$ cat src/rtl/dadder_bcd_core.sv
`default_nettype none
// ============================================================================
//  Module      : dadder_bcd_core
//  Description : Digit-serial BCD adder/subtracter, one digit per clock, with
//                a second ten's-complement pass for negative differences.
//  Revision    : 1.0 - initial release
// ============================================================================
module dadder_bcd_core #(
    parameter int DATA_WIDTH = 32
) (
    input  logic                  clk,
    input  logic                  reset,
    input  logic                  vld_in,
    output logic                  rdy_out,
    input  logic                  op_in,
    input  logic [DATA_WIDTH-1:0] a_in,
    input  logic [DATA_WIDTH-1:0] b_in,
    output logic                  vld_out,
    output logic                  of_out,
    output logic [DATA_WIDTH-1:0] data_out,
    output logic                  err_out
);

    localparam int                 C_NDIG  = DATA_WIDTH / 4;
    localparam int                 C_CNT_W = (C_NDIG > 1) ? $clog2(C_NDIG) : 1;
    localparam logic [C_CNT_W-1:0] C_LAST  = C_CNT_W'(C_NDIG - 1);

    typedef enum logic [1:0] {
        S_IDLE = 2'd0,
        S_CALC = 2'd1,
        S_NEG  = 2'd2,
        S_DONE = 2'd3
    } state_t;

    state_t                r_state;
    state_t                w_state_next;
    logic [C_CNT_W-1:0]    r_cnt;
    logic                  r_carry;
    logic                  r_op;
    logic                  r_err;
    logic [DATA_WIDTH-1:0] r_a;
    logic [DATA_WIDTH-1:0] r_b;
    logic [DATA_WIDTH-1:0] r_res;
    logic [DATA_WIDTH-1:0] r_data;
    logic                  r_of;
    logic                  r_err_out;

    logic [C_NDIG-1:0]     w_bad_nib;
    logic                  w_in_err;
    logic [3:0]            w_opa;
    logic [3:0]            w_opb;
    logic [4:0]            w_sum;
    logic                  w_carry;
    logic [3:0]            w_digit;
    logic [DATA_WIDTH-1:0] w_res_next;
    logic                  w_last;

    for (genvar gi = 0; gi < C_NDIG; gi++) begin : g_nib_chk
        assign w_bad_nib[gi] = (a_in[4*gi +: 4] > 4'd9) || (b_in[4*gi +: 4] > 4'd9);
    end
    assign w_in_err = |w_bad_nib;

    // NEG reuses the digit adder: 9's complement of the stored result plus carry.
    assign w_opa      = (r_state == S_NEG) ? (4'd9 - r_res[3:0]) : r_a[3:0];
    assign w_opb      = (r_state == S_NEG) ? 4'd0 :
                        (r_op ? (4'd9 - r_b[3:0]) : r_b[3:0]);
    assign w_sum      = {1'b0, w_opa} + {1'b0, w_opb} + {4'b0000, r_carry};
    assign w_carry    = (w_sum > 5'd9);
    assign w_digit    = w_carry ? (w_sum[3:0] - 4'd10) : w_sum[3:0];
    assign w_res_next = (r_res >> 4) | (DATA_WIDTH'(w_digit) << (DATA_WIDTH - 4));
    assign w_last     = (r_cnt == C_LAST);

    always_ff @(posedge clk) begin
        if (reset) begin
            r_state <= S_IDLE;
        end else begin
            r_state <= w_state_next;
        end
    end

    always_comb begin
        w_state_next = r_state;
        case (r_state)
            S_IDLE: begin
                if (vld_in) begin
                    w_state_next = S_CALC;
                end
            end
            S_CALC: begin
                if (w_last) begin
                    w_state_next = (r_op && !w_carry) ? S_NEG : S_DONE;
                end
            end
            S_NEG: begin
                if (w_last) begin
                    w_state_next = S_DONE;
                end
            end
            default: w_state_next = S_IDLE;
        endcase
    end

    always_ff @(posedge clk) begin
        if (reset) begin
            r_cnt     <= '0;
            r_carry   <= 1'b0;
            r_op      <= 1'b0;
            r_err     <= 1'b0;
            r_a       <= '0;
            r_b       <= '0;
            r_res     <= '0;
            r_data    <= '0;
            r_of      <= 1'b0;
            r_err_out <= 1'b0;
        end else begin
            case (r_state)
                S_IDLE: begin
                    if (vld_in) begin
                        r_op    <= op_in;
                        r_a     <= a_in;
                        r_b     <= b_in;
                        r_cnt   <= '0;
                        r_carry <= op_in;
                        r_err   <= w_in_err;
                    end
                end
                S_CALC, S_NEG: begin
                    r_res   <= w_res_next;
                    r_a     <= r_a >> 4;
                    r_b     <= r_b >> 4;
                    r_cnt   <= w_last ? '0 : (r_cnt + C_CNT_W'(1));
                    // Carry of 1 seeds the +1 of the ten's-complement pass.
                    r_carry <= w_last ? 1'b1 : w_carry;
                    if (w_state_next == S_DONE) begin
                        r_data    <= w_res_next;
                        r_of      <= (r_state == S_NEG) || (!r_op && w_carry);
                        r_err_out <= r_err;
                    end
                end
                default: ;
            endcase
        end
    end

    assign rdy_out  = (r_state == S_IDLE);
    assign vld_out  = (r_state == S_DONE);
    assign of_out   = r_of;
    assign data_out = r_data;
    assign err_out  = r_err_out;

endmodule
`default_nettype wire

$ cat config.mk
export PLATFORM = sky130hd
export DESIGN_NAME = dadder_bcd_core
export DESIGN_NICKNAME = d
export VERILOG_FILES = /design/src/rtl/dadder_bcd_core.sv
export SDC_FILE = /design/constraint.sdc
export NUM_CORES = 1
export LEC_CHECK = 0
export ABC_AREA = 0
export BUFFER_PORTS_ARGS = -buffer_cell sky130_fd_sc_hd__buf_2
export CORE_ASPECT_RATIO = 1.1
export CORE_MARGIN = 2
export CORE_UTILIZATION = 41
export CTS_CLUSTER_DIAMETER = 40
export DETAILED_ROUTE_END_ITERATION = 10
export SYNTH_ARGS = -nofsm -noshare
export SYNTH_HDL_FRONTEND = slang
export SYNTH_SLANG_ARGS = --single-unit
$ cat constraint.sdc
create_clock -name clk -period 4.7 [get_ports clk]
set_clock_uncertainty 0.15 [all_clocks]
set_input_delay 1.41 -clock clk [delete_from_list [all_inputs] [get_ports clk]]
set_output_delay 1.41 -clock clk [all_outputs]
set_load 0.005 [all_outputs]
==> impl_metrics.toml <==
[drt]
drc = 0
wl_met1_um = 6610
wl_um = 14600
vias = 5047
wl_met2_um = 6970
dr.pass1.iters = 4
dr.first_iter.drc_count = 269
wl_per_cell_um = 14.9
wl_met3_um = 679
postRouteAntennaNets = 0
top_layer = "met4"
routed_via_density = 5.14

[synth]
async_flop_share = 0
ys_types = 55
syn_area_sq_mm = 0.00648
synth_ff_type = "dfxtp_1"
synth_top_family_by_area = "multiplexers"
ys_warn_count = 0
synthAdderAreaFrac = 0.0313
synthXorXnorAreaFrac = 0.00541
yosys.area_share.simple = 0.165
yosysSeqAreaShare = 0.427
synth-edff-count = 0
syn_inst = 690
yosys_register_bits = 138
synth.mux.area_fraction = 0.185
synth_nets = 773
synth_compound_area_frac = 0.142
syn_avg_cell_area_sq_um = 9.39

[power]
p_leak_uw = 0.00309
ir_drop_uv = 318
cellPowerDensity_mw_per_mm2 = 608

[timing]
drv_slew = 0
setup_viol = 0
max_freq_mhz = 233
rsz0062_at_grt = "no"
finalHoldViolations = 0
period_needed_ns = 4.28
period_share = 0.911
fin_tns_setup_ns = 0
worst_pin_slew_ns = 0.760
hold_slack_ns = 0.306
slew_headroom = 0.493

[critical_path]
cpMaxStageDelayCell = "ha_1"
crit_top_cell = "inv_1"
startpoint = "r_state[0]"
r2r-start = "r_state[0]"
cp-start-kind = "flop"
crit_chain = "inv_1, ha_1, nand2_1, o21ai_0, fa_1, inv_1, fa_1, xnor2_2, ha_1, inv_1, o21ai_0, buf_4, nand4_4, a21oi_4, buf_12, mux2i_1"
worstPathMaxFanout = 22
cp_data_required_time_ns = 4.89
critPathMaxStageDelay_ns = 0.55
critPathArrivalTime_ns = 4.47
cp-end-kind = "flop"
crit_type = "reg -> reg"

[layout]
drive_above_1_share = 0.201
mostFrequentLayoutCells = "138 x dfxtp_1, 115 x mux2i_1, 114 x nor2_1"
fillCellCount = 1449
syn_to_final_growth_pct = 19.6
mostFrequentLayoutCell = "dfxtp_1"
finalNonFillerCells = 981
fin_area_sq_mm = 0.00775
layout.nets = 850

[grt]
grt_overflow_total = 0
grt_max_degree = 107
track_usage = 0.180
grt_pass1_wl_um = 23600
grt_pass1_vias = 4842
antenna_found_initial = 1

[cts]
cts_tree = "done"
clk_path_buf_depth = 2
clock-root-buffer = "clkbuf_16"
h-tree-depth = 4
cts_made_buffers = 17
insertion_delay_ns = 0.42
hold_buffers = 0
ctsResizeCount = 0
clk_transition_reported_paths_ns = 0.06
cts_setup_buffers = 0
cts_sinks = 138

[die]
start_util = 0.416
core_area_sq_mm = 0.0156
dieArea_sq_mm = 0.0168
ios = 104
die_x_um = 124
die_y_um = 136
row_count = 48

[status]
status = "finished clean"

[placement]
dpl.cell_count = 948
place_area_sq_mm = 0.00711
post-dp-hpwl_um = 10200
io_buffers = 103
place.gp.congestion = 0.803

[run]
max-cap-violations = 0

[min_path]
min_from = "r_carry"
hp-class = "reg -> reg"
[registers in the layout, summed over array words and instances, names as in the netlist]
register	flops
data_out	32
r_a	32
r_b	32
r_res	32
r_cnt	3
r_state	2
err_out	1
of_out	1
r_carry	1
r_err	1
r_op	1
[Yosys cell counts (2+ instances only)]
library cell / count / share of area
o22ai_1: 2 / 0.0019
dfxtp_1: 138 / 0.43
and2_1: 2 / 0.0019
ha_1: 13 / 0.025
a22oi_1: 8 / 0.0093
buf_6: 2 / 0.0035
nand3_1: 5 / 0.0039
nand4_1: 3 / 0.0029
a31oi_1: 2 / 0.0019
o211ai_1: 3 / 0.0035
nand2b_1: 63 / 0.061
nor2b_1: 6 / 0.0058
buf_1: 7 / 0.0041
a21oi_1: 17 / 0.013
fa_1: 2 / 0.0062
mux2i_1: 115 / 0.18
a21boi_0: 2 / 0.0023
buf_2: 12 / 0.0093
nor3_1: 4 / 0.0031
inv_1: 11 / 0.0064
o21ai_0: 20 / 0.015
mux2_2: 3 / 0.0052
a21o_1: 2 / 0.0023
xnor2_1: 2 / 0.0027
xor2_1: 2 / 0.0027
clkbuf_1: 28 / 0.016
nand2_1: 14 / 0.0081
a211oi_1: 60 / 0.070
and4_1: 2 / 0.0027
nor2_1: 115 / 0.067
[metal layers]
metal,up-vias,global-route usage
li1,2577,-
met1,2324,0.223
met2,122,0.294
met3,24,0.0449
met4,0,0.0789
met5,-,0
[cell type report]
| type | count | area [sq um] | area share |
|---|---|---|---|
| Antenna cell | 1 | 2.50 | 0.000323 |
| Clock buffer | 18 | 429 | 0.0554 |
| Clock inverter | 14 | 194 | 0.0250 |
| Inverter | 12 | 45.0 | 0.00581 |
| Multi-Input combinational cell | 488 | 3450 | 0.446 |
| Sequential cell | 138 | 2760 | 0.357 |
| Tap cell | 200 | 250 | 0.0323 |
| Timing Repair Buffer | 110 | 608 | 0.0785 |
[stage by stage]
stage | total power [uW] | util | setup slack (ns)
detailed placement | 3310 | 0.457 | 0.213
global placement | 3250 | 0.457 | 0.472
CTS | 4740 | 0.497 | 0.199
global route | 5010 | 0.498 | 0.0652
finish | 4710 | 0.498 | 0.417
floorplan | 2930 | - | 0.525
[critical path: cells and delay by family, from the launching register on]
family,cells,cell delay [ns]
multiplexers,1,0.22
flip-flops,1,0.35
buffers and inverters,5,0.66
AO/OA/AOI/OAI,3,0.74
AND/OR/NAND/NOR,2,0.25
adder cells (fa/ha/maj),4,1.42
XOR/XNOR,1,0.39
[where the power goes]
group	switching [uW]	internal [uW]	leakage [uW]	total [uW]
clock	524	892	0.000301	1420
sequential	137	1390	0.00113	1530
combinational	1030	733	0.00166	1760
total	1690	3020	0.00309	4710
[cell families (layout without fill, tap and decap cells)]
group | count (synthesis) | after routing
compound gates | 130 | 130
xor+xnor | 4 | 4
fa+ha+maj | 15 | 15
buf+inv | 64 | 154
flops | 138 | 138
mux | 119 | 119
other cells | 0 | 1
simple gates | 220 | 220
[path summary, 6_finish.rpt]
check | endpoint | slack [ns] | cells after the start
hold / removal | r_carry | 0.31 | 2
setup reg to reg | data_out[19] | 0.42 | 16
setup / recovery | data_out[19] | 0.42 | 16
hold reg to reg | r_carry | 0.31 | 2
(Power assumes the default switching activity.)
